[src/rtl/book_update_ctrl_pkg.sv]
// Shared types and default widths for the order-book level-table controller.
package book_ctrl_pkg;

  localparam int BOOK_INDEX_W = 10;
  localparam int BOOK_QTY_W   = 32;
  localparam int BOOK_UID_W   = 64;

  localparam logic SIDE_BID = 1'b0;
  localparam logic SIDE_ASK = 1'b1;

  typedef enum logic [2:0] {
    S_IDLE,
    S_RD,
    S_WR,
    S_OUT,
    S_CLR
  } book_ctrl_state_t;

  typedef struct packed {
    logic                    side;
    logic [BOOK_INDEX_W-1:0] price_idx;
    logic [BOOK_QTY_W-1:0]   old_qty;
    logic [BOOK_QTY_W-1:0]   new_qty;
    logic [BOOK_UID_W-1:0]   update_id;
  } level_change_t;

endpackage

[src/rtl/book_update_ctrl_if.sv]
// Event-in and level-change-out streams of the book update controller.
interface book_update_ctrl_if #(
  parameter int INDEX_W = 10,
  parameter int QTY_W   = 32,
  parameter int UID_W   = 64
);
  logic               in_valid;
  logic               in_ready;
  logic               in_side;
  logic [INDEX_W-1:0] in_price_idx;
  logic [QTY_W-1:0]   in_qty;
  logic [UID_W-1:0]   in_update_id;

  logic               out_valid;
  logic               out_ready;
  logic               out_side;
  logic [INDEX_W-1:0] out_price_idx;
  logic [QTY_W-1:0]   out_old_qty;
  logic [QTY_W-1:0]   out_new_qty;
  logic [UID_W-1:0]   out_update_id;

  // Controller side
  modport slave (
    input  in_valid, in_side, in_price_idx, in_qty, in_update_id,
    output in_ready,
    output out_valid, out_side, out_price_idx, out_old_qty, out_new_qty, out_update_id,
    input  out_ready
  );

  // Event source / record consumer side
  modport master (
    output in_valid, in_side, in_price_idx, in_qty, in_update_id,
    input  in_ready,
    input  out_valid, out_side, out_price_idx, out_old_qty, out_new_qty, out_update_id,
    output out_ready
  );
endinterface

[src/rtl/book_update_ctrl_uid_seq_check.sv]
// update_id ordering tracker: remembers the last applied id and classifies
// an incoming id as stale (drop) or gapped (apply, but flag).
module uid_seq_check #(
  parameter int UID_W = 64
) (
  input  logic             clk,
  input  logic             rst_n,
  input  logic [UID_W-1:0] uid,
  input  logic             commit,
  input  logic             clear,
  output logic             stale,
  output logic             gap
);
  localparam logic [UID_W-1:0] UID_ONE = {{(UID_W-1){1'b0}}, 1'b1};

  logic             seen_any;
  logic [UID_W-1:0] last_uid;

  // No wrap support: all-ones followed by zero falls into the stale branch.
  assign stale = seen_any && (uid <= last_uid);
  assign gap   = seen_any && !stale && (uid != last_uid + UID_ONE);

  // Track the most recent applied id; a table clear forgets the history.
  always_ff @(posedge clk) begin
    if (!rst_n) begin
      seen_any <= 1'b0;
      last_uid <= '0;
    end else if (clear) begin
      seen_any <= 1'b0;
    end else if (commit) begin
      seen_any <= 1'b1;
      last_uid <= uid;
    end
  end
endmodule

[src/rtl/book_update_ctrl.sv]
// Read-modify-write sequencer for the {side, price_idx} quantity table,
// with per-side active-level counts and a table-clear engine.
//
// state  | meaning
// IDLE   | waiting for an event or a clear; no table access
// RD     | table read of the latched address
// WR     | capture old qty, write new qty, update level count
// OUT    | change record held until out_ready
// CLR    | zero the whole table, one address per cycle
module book_update_ctrl
  import book_ctrl_pkg::*;
#(
  parameter int INDEX_W = BOOK_INDEX_W,
  parameter int QTY_W   = BOOK_QTY_W,
  parameter int UID_W   = BOOK_UID_W
) (
  input  logic                 clk,
  input  logic                 rst_n,
  book_update_ctrl_if.slave    bus,
  input  logic                 clear_req,
  output logic                 clear_done,
  output logic                 mem_en,
  output logic                 mem_we,
  output logic [INDEX_W:0]     mem_addr,
  output logic [QTY_W-1:0]     mem_wdata,
  input  logic [QTY_W-1:0]     mem_rdata,
  output logic [INDEX_W:0]     bid_levels,
  output logic [INDEX_W:0]     ask_levels,
  output logic [31:0]          stale_cnt,
  output logic [31:0]          gap_cnt,
  output logic                 gap_pulse
);
  localparam logic [INDEX_W:0] LVL_ONE = {{INDEX_W{1'b0}}, 1'b1};

  book_ctrl_state_t   state;
  logic               clear_pending;
  logic               in_ready;
  logic               stale;
  logic               gap;
  logic               commit;
  logic               seq_clear;
  logic               out_valid;
  logic               ev_side;
  logic [INDEX_W-1:0] ev_idx;
  logic [QTY_W-1:0]   ev_qty;
  logic [UID_W-1:0]   ev_uid;
  logic [QTY_W-1:0]   old_qty;

  // A pending or arriving clear blocks new events so it wins any tie.
  assign in_ready  = rst_n && (state == S_IDLE) && !clear_pending && !clear_req;
  assign commit    = bus.in_valid && in_ready && !stale;
  assign seq_clear = (state == S_CLR) && (mem_addr == '1);

  assign bus.in_ready      = in_ready;
  assign bus.out_valid     = out_valid;
  assign bus.out_side      = ev_side;
  assign bus.out_price_idx = ev_idx;
  assign bus.out_old_qty   = old_qty;
  assign bus.out_new_qty   = ev_qty;
  assign bus.out_update_id = ev_uid;

  uid_seq_check #(.UID_W(UID_W)) u_seq (
    .clk    (clk),
    .rst_n  (rst_n),
    .uid    (bus.in_update_id),
    .commit (commit),
    .clear  (seq_clear),
    .stale  (stale),
    .gap    (gap)
  );

  // Main sequencer; table port and record outputs are registered.
  always_ff @(posedge clk) begin
    if (!rst_n) begin
      state         <= S_IDLE;
      clear_pending <= 1'b0;
      clear_done    <= 1'b0;
      gap_pulse     <= 1'b0;
      mem_en        <= 1'b0;
      mem_we        <= 1'b0;
      mem_addr      <= '0;
      mem_wdata     <= '0;
      out_valid     <= 1'b0;
      ev_side       <= 1'b0;
      ev_idx        <= '0;
      ev_qty        <= '0;
      ev_uid        <= '0;
      old_qty       <= '0;
      bid_levels    <= '0;
      ask_levels    <= '0;
      stale_cnt     <= '0;
      gap_cnt       <= '0;
    end else begin
      clear_done <= 1'b0;
      gap_pulse  <= 1'b0;
      if (clear_req && state != S_IDLE) clear_pending <= 1'b1;

      case (state)
        S_IDLE: begin
          if (clear_req || clear_pending) begin
            state     <= S_CLR;
            mem_en    <= 1'b1;
            mem_we    <= 1'b1;
            mem_addr  <= '0;
            mem_wdata <= '0;
          end else if (bus.in_valid) begin
            if (stale) begin
              stale_cnt <= stale_cnt + 32'd1;
            end else begin
              if (gap) begin
                gap_pulse <= 1'b1;
                gap_cnt   <= gap_cnt + 32'd1;
              end
              ev_side  <= bus.in_side;
              ev_idx   <= bus.in_price_idx;
              ev_qty   <= bus.in_qty;
              ev_uid   <= bus.in_update_id;
              mem_en   <= 1'b1;
              mem_we   <= 1'b0;
              mem_addr <= {bus.in_side, bus.in_price_idx};
              state    <= S_RD;
            end
          end
        end
        S_RD: begin
          mem_we    <= 1'b1;
          mem_wdata <= ev_qty;
          state     <= S_WR;
        end
        S_WR: begin
          mem_en    <= 1'b0;
          mem_we    <= 1'b0;
          old_qty   <= mem_rdata;
          out_valid <= 1'b1;
          if (mem_rdata == '0 && ev_qty != '0) begin
            if (ev_side == SIDE_ASK) ask_levels <= ask_levels + LVL_ONE;
            else                     bid_levels <= bid_levels + LVL_ONE;
          end else if (mem_rdata != '0 && ev_qty == '0) begin
            if (ev_side == SIDE_ASK) ask_levels <= ask_levels - LVL_ONE;
            else                     bid_levels <= bid_levels - LVL_ONE;
          end
          state <= S_OUT;
        end
        S_OUT: begin
          if (bus.out_ready) begin
            out_valid <= 1'b0;
            state     <= S_IDLE;
          end
        end
        S_CLR: begin
          if (mem_addr == '1) begin
            mem_en        <= 1'b0;
            mem_we        <= 1'b0;
            mem_addr      <= '0;
            clear_done    <= 1'b1;
            bid_levels    <= '0;
            ask_levels    <= '0;
            clear_pending <= 1'b0;
            state         <= S_IDLE;
          end else begin
            mem_addr <= mem_addr + LVL_ONE;
          end
        end
        default: state <= S_IDLE;
      endcase
    end
  end
endmodule

[src/flat_wrapper.sv]
// flat-port wrapper written by rule: the top's interface ports become plain ports
module book_update_ctrl_flat import book_ctrl_pkg::*;
#(
  parameter int INDEX_W = BOOK_INDEX_W,
  parameter int QTY_W   = BOOK_QTY_W,
  parameter int UID_W   = BOOK_UID_W
)
  (clk, rst_n, clear_req, clear_done, mem_en, mem_we, mem_addr, mem_wdata, mem_rdata, bid_levels, ask_levels, stale_cnt, gap_cnt, gap_pulse, bus_in_valid, bus_in_side, bus_in_price_idx, bus_in_qty, bus_in_update_id, bus_in_ready, bus_out_valid, bus_out_side, bus_out_price_idx, bus_out_old_qty, bus_out_new_qty, bus_out_update_id, bus_out_ready);
  book_update_ctrl_if #(.INDEX_W(INDEX_W), .QTY_W(QTY_W), .UID_W(UID_W)) bus_i ();
  input  logic clk;
  input  logic rst_n;
  input  logic clear_req;
  output logic clear_done;
  output logic mem_en;
  output logic mem_we;
  output logic [INDEX_W:0] mem_addr;
  output logic [QTY_W-1:0] mem_wdata;
  input  logic [QTY_W-1:0] mem_rdata;
  output logic [INDEX_W:0] bid_levels;
  output logic [INDEX_W:0] ask_levels;
  output logic [31:0] stale_cnt;
  output logic [31:0] gap_cnt;
  output logic gap_pulse;
  input wire logic [$bits(bus_i.in_valid)-1:0] bus_in_valid;
  input wire logic [$bits(bus_i.in_side)-1:0] bus_in_side;
  input wire logic [$bits(bus_i.in_price_idx)-1:0] bus_in_price_idx;
  input wire logic [$bits(bus_i.in_qty)-1:0] bus_in_qty;
  input wire logic [$bits(bus_i.in_update_id)-1:0] bus_in_update_id;
  output wire logic [$bits(bus_i.in_ready)-1:0] bus_in_ready;
  output wire logic [$bits(bus_i.out_valid)-1:0] bus_out_valid;
  output wire logic [$bits(bus_i.out_side)-1:0] bus_out_side;
  output wire logic [$bits(bus_i.out_price_idx)-1:0] bus_out_price_idx;
  output wire logic [$bits(bus_i.out_old_qty)-1:0] bus_out_old_qty;
  output wire logic [$bits(bus_i.out_new_qty)-1:0] bus_out_new_qty;
  output wire logic [$bits(bus_i.out_update_id)-1:0] bus_out_update_id;
  input wire logic [$bits(bus_i.out_ready)-1:0] bus_out_ready;
  assign bus_i.in_valid = bus_in_valid;
  assign bus_i.in_side = bus_in_side;
  assign bus_i.in_price_idx = bus_in_price_idx;
  assign bus_i.in_qty = bus_in_qty;
  assign bus_i.in_update_id = bus_in_update_id;
  assign bus_in_ready = bus_i.in_ready;
  assign bus_out_valid = bus_i.out_valid;
  assign bus_out_side = bus_i.out_side;
  assign bus_out_price_idx = bus_i.out_price_idx;
  assign bus_out_old_qty = bus_i.out_old_qty;
  assign bus_out_new_qty = bus_i.out_new_qty;
  assign bus_out_update_id = bus_i.out_update_id;
  assign bus_i.out_ready = bus_out_ready;
  book_update_ctrl #(.INDEX_W(INDEX_W), .QTY_W(QTY_W), .UID_W(UID_W)) u_core (.clk(clk), .rst_n(rst_n), .bus(bus_i), .clear_req(clear_req), .clear_done(clear_done), .mem_en(mem_en), .mem_we(mem_we), .mem_addr(mem_addr), .mem_wdata(mem_wdata), .mem_rdata(mem_rdata), .bid_levels(bid_levels), .ask_levels(ask_levels), .stale_cnt(stale_cnt), .gap_cnt(gap_cnt), .gap_pulse(gap_pulse));
endmodule
[config.mk]
export PLATFORM = sky130hd
export DESIGN_NAME = book_update_ctrl_flat
export DESIGN_NICKNAME = d
export VERILOG_FILES = /design/src/rtl/book_update_ctrl_pkg.sv /design/src/rtl/book_update_ctrl_if.sv /design/src/rtl/book_update_ctrl_uid_seq_check.sv /design/src/rtl/book_update_ctrl.sv /design/src/flat_wrapper.sv
export SDC_FILE = /design/constraint.sdc
export NUM_CORES = 1
export LEC_CHECK = 0
export ABC_AREA = 1
export ABC_CLOCK_PERIOD_IN_PS = 6080
export BUFFER_PORTS_ARGS = -buffer_cell sky130_fd_sc_hd__buf_2
export CAP_MARGIN = 20
export CORE_AREA = 2 2 198 248
export DETAILED_ROUTE_END_ITERATION = 16
export DIE_AREA = 0 0 200 250
export GPL_ROUTABILITY_DRIVEN = 1
export GPL_TIMING_DRIVEN = 0
export PLACE_DENSITY = 0.66
export SLEW_MARGIN = 20
export SYNTH_ARGS = -nofsm -noshare
export SYNTH_HDL_FRONTEND = slang
export SYNTH_SLANG_ARGS = --single-unit
[constraint.sdc]
create_clock -name clk -period 6.08 [get_ports clk]
set_input_delay 0.608 -clock clk [delete_from_list [all_inputs] [get_ports clk]]
set_output_delay 0.608 -clock clk [all_outputs]
set_load 0.02 [all_outputs]
== Word level (Yosys, flattened, before mapping) ==
Cells that the tools add are included.

* Register bits after elaboration: 342
* Input bits: 144
* Output and inout bits: 274

* Magnitude comparators: 1
* Multiplexer cells: 40
* Bitwise operators: 6
* Equality and inequality tests: 14
* Add/subtract/negate cells: 8
* Reduce and logical (&&, ||, !) cells: 43

{| class="wikitable"
|+ Operators with widths
! kind !! count
|-
| two-way mux 11 bit || 13
|-
| case mux 11 bit (2 select lines) || 3
|-
| adder 32 x 1 -> 32 bit (second input constant) || 2
|-
| adder 64 x 1 -> 64 bit (second input constant) || 1
|-
| <= comparator 64 bit || 1
|-
| logical NOT 32 bit || 2
|-
| inequality test 64 bit || 1
|-
| case mux 32 bit (2 select lines) || 1
|-
| nonzero test 32 bit || 2
|-
| adder 11 x 1 -> 11 bit (second input constant) || 3
|-
| two-way mux 32 bit || 1
|-
| AND reduction 4 bit || 7
|-
| subtractor 11 x 1 -> 11 bit (second input constant) || 2
|-
| two-way mux 3 bit || 5
|-
| case mux 3 bit (5 select lines) || 1
|-
| two-way mux 1 bit || 13
|-
| logical AND 1 bit || 12
|-
| equality test 11 bit (second input constant) || 1
|-
| inequality test 2 bit (second input constant) || 4
|-
| AND reduction 2 bit || 4
|-
| nonzero test 2 bit || 4
|-
| equality test 3 x 2 -> 1 bit (second input constant) || 2
|-
| inequality test 3 bit (second input constant) || 2
|-
| NOT 1 bit || 6
|-
| other kinds (16) || 19
|}

== Logic depth before layout (Yosys ltp) ==
* Depth after elaboration: 7
* Mapped depth: 22

== Hierarchy ==
From an unflattened synthesis, not the netlist that was laid out.

* Cell total of the unflattened synthesis: 3019
* Area total of the unflattened synthesis: 19901.6 µm²

{| class="wikitable"
|+ Modules (own cells, without submodules)
! module !! sequential area each (µm²) !! times used !! cells each !! area an instance (µm²)
|-
| book_update_ctrl || 5545.3 || 1 || 1899 || 13016.2
|-
| uid_seq_check || 1301.2 || 1 || 1120 || 6885.4
|}

== Worst setup path before layout ==
OpenSTA, ideal clock, no wires.

* Path kind: in2reg
* Start point: in mem_rdata[16]
* End point: reg u_core.bid_levels[8]
* Required time: 6010 ps
* Setup slack: 2875 ps
* Data arrival time: 3135 ps
* Stages: 15
* Cells stage by stage: or2_2 nor4_1 nand4_1 inv_1 nand2_1 ha_1 a21oi_1 o21ai_0 a21oi_1 nor2_1 o21ai_0 nand2_1 xnor2_1 or2_0 a21oi_1

* Word-level cells in the longest chain between the ends: 4
* Elaborated cells on any way between the ends: 8
* Those cells by class: 1 x eq/ne; 2 x mux; 5 x reduce/logical

{| class="wikitable"
|+ Ends and longest elaborated chain
! element !! line !! source
|-
| start: declaration || flat_wrapper.sv:18 || <nowiki>input logic [QTY_W-1:0] mem_rdata;</nowiki>
|-
| nonzero test 32 bit / logical NOT 32 bit (equally long branches) || book_update_ctrl.sv:138, book_update_ctrl.sv:135 ||
|-
| logical AND 1 bit (on tied branches) || book_update_ctrl.sv:138, book_update_ctrl.sv:135 ||
|-
| inequality test 3 x 1 -> 1 bit (no line) / two-way mux 11 bit (equally long branches) || - ||
|-
| AND reduction 4 bit (no line) / case mux 11 bit (2 select lines) (equally long branches) || - ||
|-
| end signal: assignment || book_update_ctrl.sv:137 || <nowiki>else bid_levels <= bid_levels + LVL_ONE;</nowiki>
|-
| end signal: assignment || book_update_ctrl.sv:140 || <nowiki>else bid_levels <= bid_levels - LVL_ONE;</nowiki>
|-
| end: declaration || book_update_ctrl.sv:27 || <nowiki>output logic [INDEX_W:0] bid_levels,</nowiki>
|}

Parallel ways exist; a longest one is shown, timed or not.
A chain may end at the register's enable or synchronous reset.

== Final worst setup path ==
* Start point: reg u_core.u_seq.last_uid[61]
* End point: reg u_core.u_seq.last_uid[62]

* Word-level cells in the longest chain between the ends: 5

{| class="wikitable"
|+ Ends and longest elaborated chain
! element !! line !! source
|-
| start: declaration || book_update_ctrl_uid_seq_check.sv:17 || <nowiki>logic [UID_W-1:0] last_uid;</nowiki>
|-
| start signal: assignment || book_update_ctrl_uid_seq_check.sv:32 || <nowiki>last_uid <= uid;</nowiki>
|-
| <= comparator 64 bit || book_update_ctrl_uid_seq_check.sv:20 || <nowiki>assign stale = seen_any && (uid <= last_uid);</nowiki>
|-
| logical AND 1 bit || book_update_ctrl_uid_seq_check.sv:20 ||
|-
| logical NOT 1 bit || book_update_ctrl.sv:51 || <nowiki>assign commit = bus.in_valid && in_ready && !stale;</nowiki>
|-
| logical AND 1 bit || book_update_ctrl.sv:51 ||
|-
| AND reduction 2 bit (no line) || - ||
|}

No other way between the ends.

==> results.py <==
metrics = {
    "layout": {
        "area_growth_pct": 22.37,
        "layout_commonest_cell": "nand2_1",
        "layout_common_cells": "nand2_1, nor2_1, buf_2",
        "fin_cells": 3930,
        "drive_above_1_share_pct": 16.10,
        "nets": 3484,
        "final_area_sq_um": 23070,
    },
    "global_route": {
        "grt_max_degree": 21,
        "grt_pass1_vias": 19256,
        "grt_pass1_wl_um": 104600,
        "antenna_found_initial": 7,
        "track_usage_pct": 26.91,
        "grt_overflow": 0,
    },
    "clock_network": {
        "htree_levels": 2,
        "cts_buffers": 39,
        "cts_max_path_buffers": 3,
        "hold_buffers": 0,
        "numClockSinks": 342,
        "cts-resized-gates": 0,
        "tritoncts": "yes",
        "clkLatencyLatePin_ns": 0.58,
        "post_cts_buffers": 0,
        "clk_pin_slew_ns": 0.06,
        "cts_root_buffer": "clkbuf_16",
    },
    "placement": {
        "place_area_sq_um": 21740,
        "dp_hpwl_um": 54720,
        "place_ws_ns": 1.714,
        "io_buffers": 416,
        "dp_cells": 3855,
        "place_congestion": 0.9645,
    },
    "hold_path": {
        "min_path_type": "input port to flip-flop",
        "whs_endpoint": "u_core.bus.out_old_qty[16]",
        "holdPathStages": 3,
        "hp-start": "mem_rdata[16]",
    },
    "floorplan": {
        "die_area_sq_um": 50000,
        "start_util_pct": 39.40,
        "die_y_um": 250,
        "coreArea_sq_um": 47860,
        "io-pin-count": 418,
        "rows": 90,
        "die-width_um": 200,
    },
    "power": {
        "ir_worst_vdd_mv": 0.2596,
        "power_frac_seq_pct": 36.8,
        "p_sw_share_pct": 36.62,
        "switching_power_mw": 2.702,
        "power_leakage_nw": 10.26,
        "comb_power_share_pct": 30.0,
        "p_clk_share_pct": 33.2,
        "p_total_mw": 7.378,
        "intPower_mw": 4.676,
        "p_per_area_nw_per_um2": 319.8,
    },
    "synth": {
        "synth_area_sq_um": 18850,
        "syn_area_per_cell_sq_um": 6.746,
        "yosysSeqAreaShare_pct": 36.31,
        "netlist_instances": 2795,
        "synth_flop_cell": "dfxtp_1",
        "ys_ff_latch": 342,
        "ys_warn_count": 0,
        "syn-num-nets": 3027,
        "synth.distinct_cells": 41,
        "async_flop_share_pct": 0,
        "synth_edf_count": 0,
    },
    "setup_path": {
        "r2r_slack_ns": 2.09,
        "r2r_cells": 14,
        "arrival_ns": 4.50,
        "r2r_start": "u_core.u_seq.last_uid[61]",
        "critical_path_class": "flip-flop to flip-flop",
        "start_kind": "flip-flop",
        "crit_path_max_fanout": 10,
        "rr_endpoint": "u_core.u_seq.last_uid[62]",
        "cp-end-kind": "flip-flop",
        "critPathRequiredTime_ns": 6.59,
    },
    "timing": {
        "fmax_ghz": 0.2504,
        "setup_tns_ns": 0,
        "setup-violations-final": 0,
        "fin_crit_sh_pct": 65.68,
        "worstMarginPinSlew_ns": 1.171,
        "post-route-min-period_ns": 3.994,
        "slew_headroom_pct": 21.35,
        "hold_violations": 0,
        "rsz0062_at_grt": "no",
        "finalWorstSetupSlack_ns": 2.086,
        "fin_skew_ns": 0.02774,
        "finalMaxSlewViolations": 0,
    },
    "route": {
        "drc": 0,
        "drt_iter0_markers": 1103,
        "via_count": 20054,
        "drtAntennaViolNets": 0,
        "drt_wl_total_um": 68390,
        "avgViaCountPerCell": 5.103,
        "dr.pass1.iters": 5,
        "drt-wirelength-per-cell_um": 17.40,
    },
    "run_status": {
        "status": "finished clean",
    },
    "run": {
        "cap_violations": 0,
    },
}
## how the worst max path moves through the flow
stage	startpoint	end	slack [ns]	cells past startpoint
3_3_place_gp	bus_in_update_id[63]	u_core.u_seq.last_uid[62]	1.71	14
6_report	u_core.u_seq.last_uid[61]	u_core.u_seq.last_uid[62]	2.09	14
4_1_cts	u_core.u_seq.last_uid[59]	u_core.u_seq.last_uid[60]	2.01	14
2_1_floorplan	mem_rdata[16]	u_core.bid_levels[8]	2.87	15
3_5_place_dp	bus_in_update_id[63]	u_core.u_seq.last_uid[60]	1.71	14
5_1_grt	u_core.u_seq.last_uid[61]	u_core.u_seq.last_uid[5]	1.74	14
## cell families (layout without fill, tap and decap cells)
group                      count (synthesis)  after routing  share of synthesized area, %
AOI/OAI and AO/OA                        508            508                         13.92
DFF                                      342            342                         36.31
buffers and inverters                    361            845                         7.346
xor gates and xnor gates                 123            123                         5.714
adders and majority gates                 88             88                         5.919
other                                      0              7                             0
and+or+nand+nor                         1373           1373                         30.79
## through the flow
stage	utilization, %	hold WS, ns
6_report	48.21	0.2707
5_1_grt	48.19	0.2832
2_1_floorplan	-	0.4781
3_3_place_gp	45.43	0.4463
4_1_cts	48.17	0.2530
3_5_place_dp	45.43	0.4515
## sequential cells by signal (all words and copies together), names as in the netlist, 3 cells and up
name,flops
u_core.u_seq.last_uid,64
u_core.mem_addr,11
u_core.stale_cnt,32
u_core.bus.out_update_id,64
u_core.gap_cnt,32
u_core.bus.out_new_qty,32
u_core.mem_wdata,32
u_core.bus.out_price_idx,10
u_core.bus.out_old_qty,32
u_core.ask_levels,11
u_core.bid_levels,11
u_core.state,3
## critical path, stage by stage (launching register included)
cell	delay, ns
dfxtp_1	0.38
inv_1	0.08
ha_1	0.31
nand4_1	0.15
nor3_1	0.25
nor2b_1	0.32
and3_1	0.34
nand4_1	0.16
nand2_1	0.24
nand2_1	0.08
nand2_1	0.09
buf_2	0.43
clkbuf_1	0.65
o21ai_0	0.26
a21oi_1	0.18
## power groups by stage
stage	Clock [mW]	Sequential, mW	Combinational (mW)
2_1_floorplan	0	2.97	1.25
3_3_place_gp	0	2.75	2.19
3_5_place_dp	0	2.76	2.21
4_1_cts	2.49	2.71	2.22
5_1_grt	2.58	2.75	2.47
6_report	2.45	2.71	2.21
## per-layer routing
layer	vias up	track usage (%)	share of wire [%]
met5	-	0	0.034
met4	4	13.69	5.2
met3	164	6.108	7.4
met2	653	46.58	48
met1	9179	30.68	40
li1	10054	-	-
## area by class of cell
cell class | instances | area [sq um]
flip-flops and latches | 342 | 6847
multi-input cells | 2092 | 10620
clock inverters | 13 | 156.4
clock buffers | 55 | 1156
fillers | 5063 | 24790
diodes | 7 | 17.52
well taps | 644 | 805.8
repair buffers | 416 | 2082
inverters | 263 | 987.2
plain buffers | 98 | 397.9
## Yosys cell counts (all sizes together) (5+ instances only)
cell    instances  area, sq um
dfxtp         342         6847
o21bai         17        127.6
a21oi         285         1426
o22ai           7        43.79
o211ai          5        37.54
inv           260        975.9
ha             86         1076
nand2         621         2369
nand4          80        500.5
nand3b         12        90.09
clkbuf         86        322.8
or2            15        93.84
nor4           23        143.9
xor2           93        814.5
xnor2          30        262.8
buf            12        75.07
nor2          467         1817
nand3         116        580.6
o21ai         186        930.9
nor3           30        150.1
No activity file was read; power rests on OpenSTA's default activity.
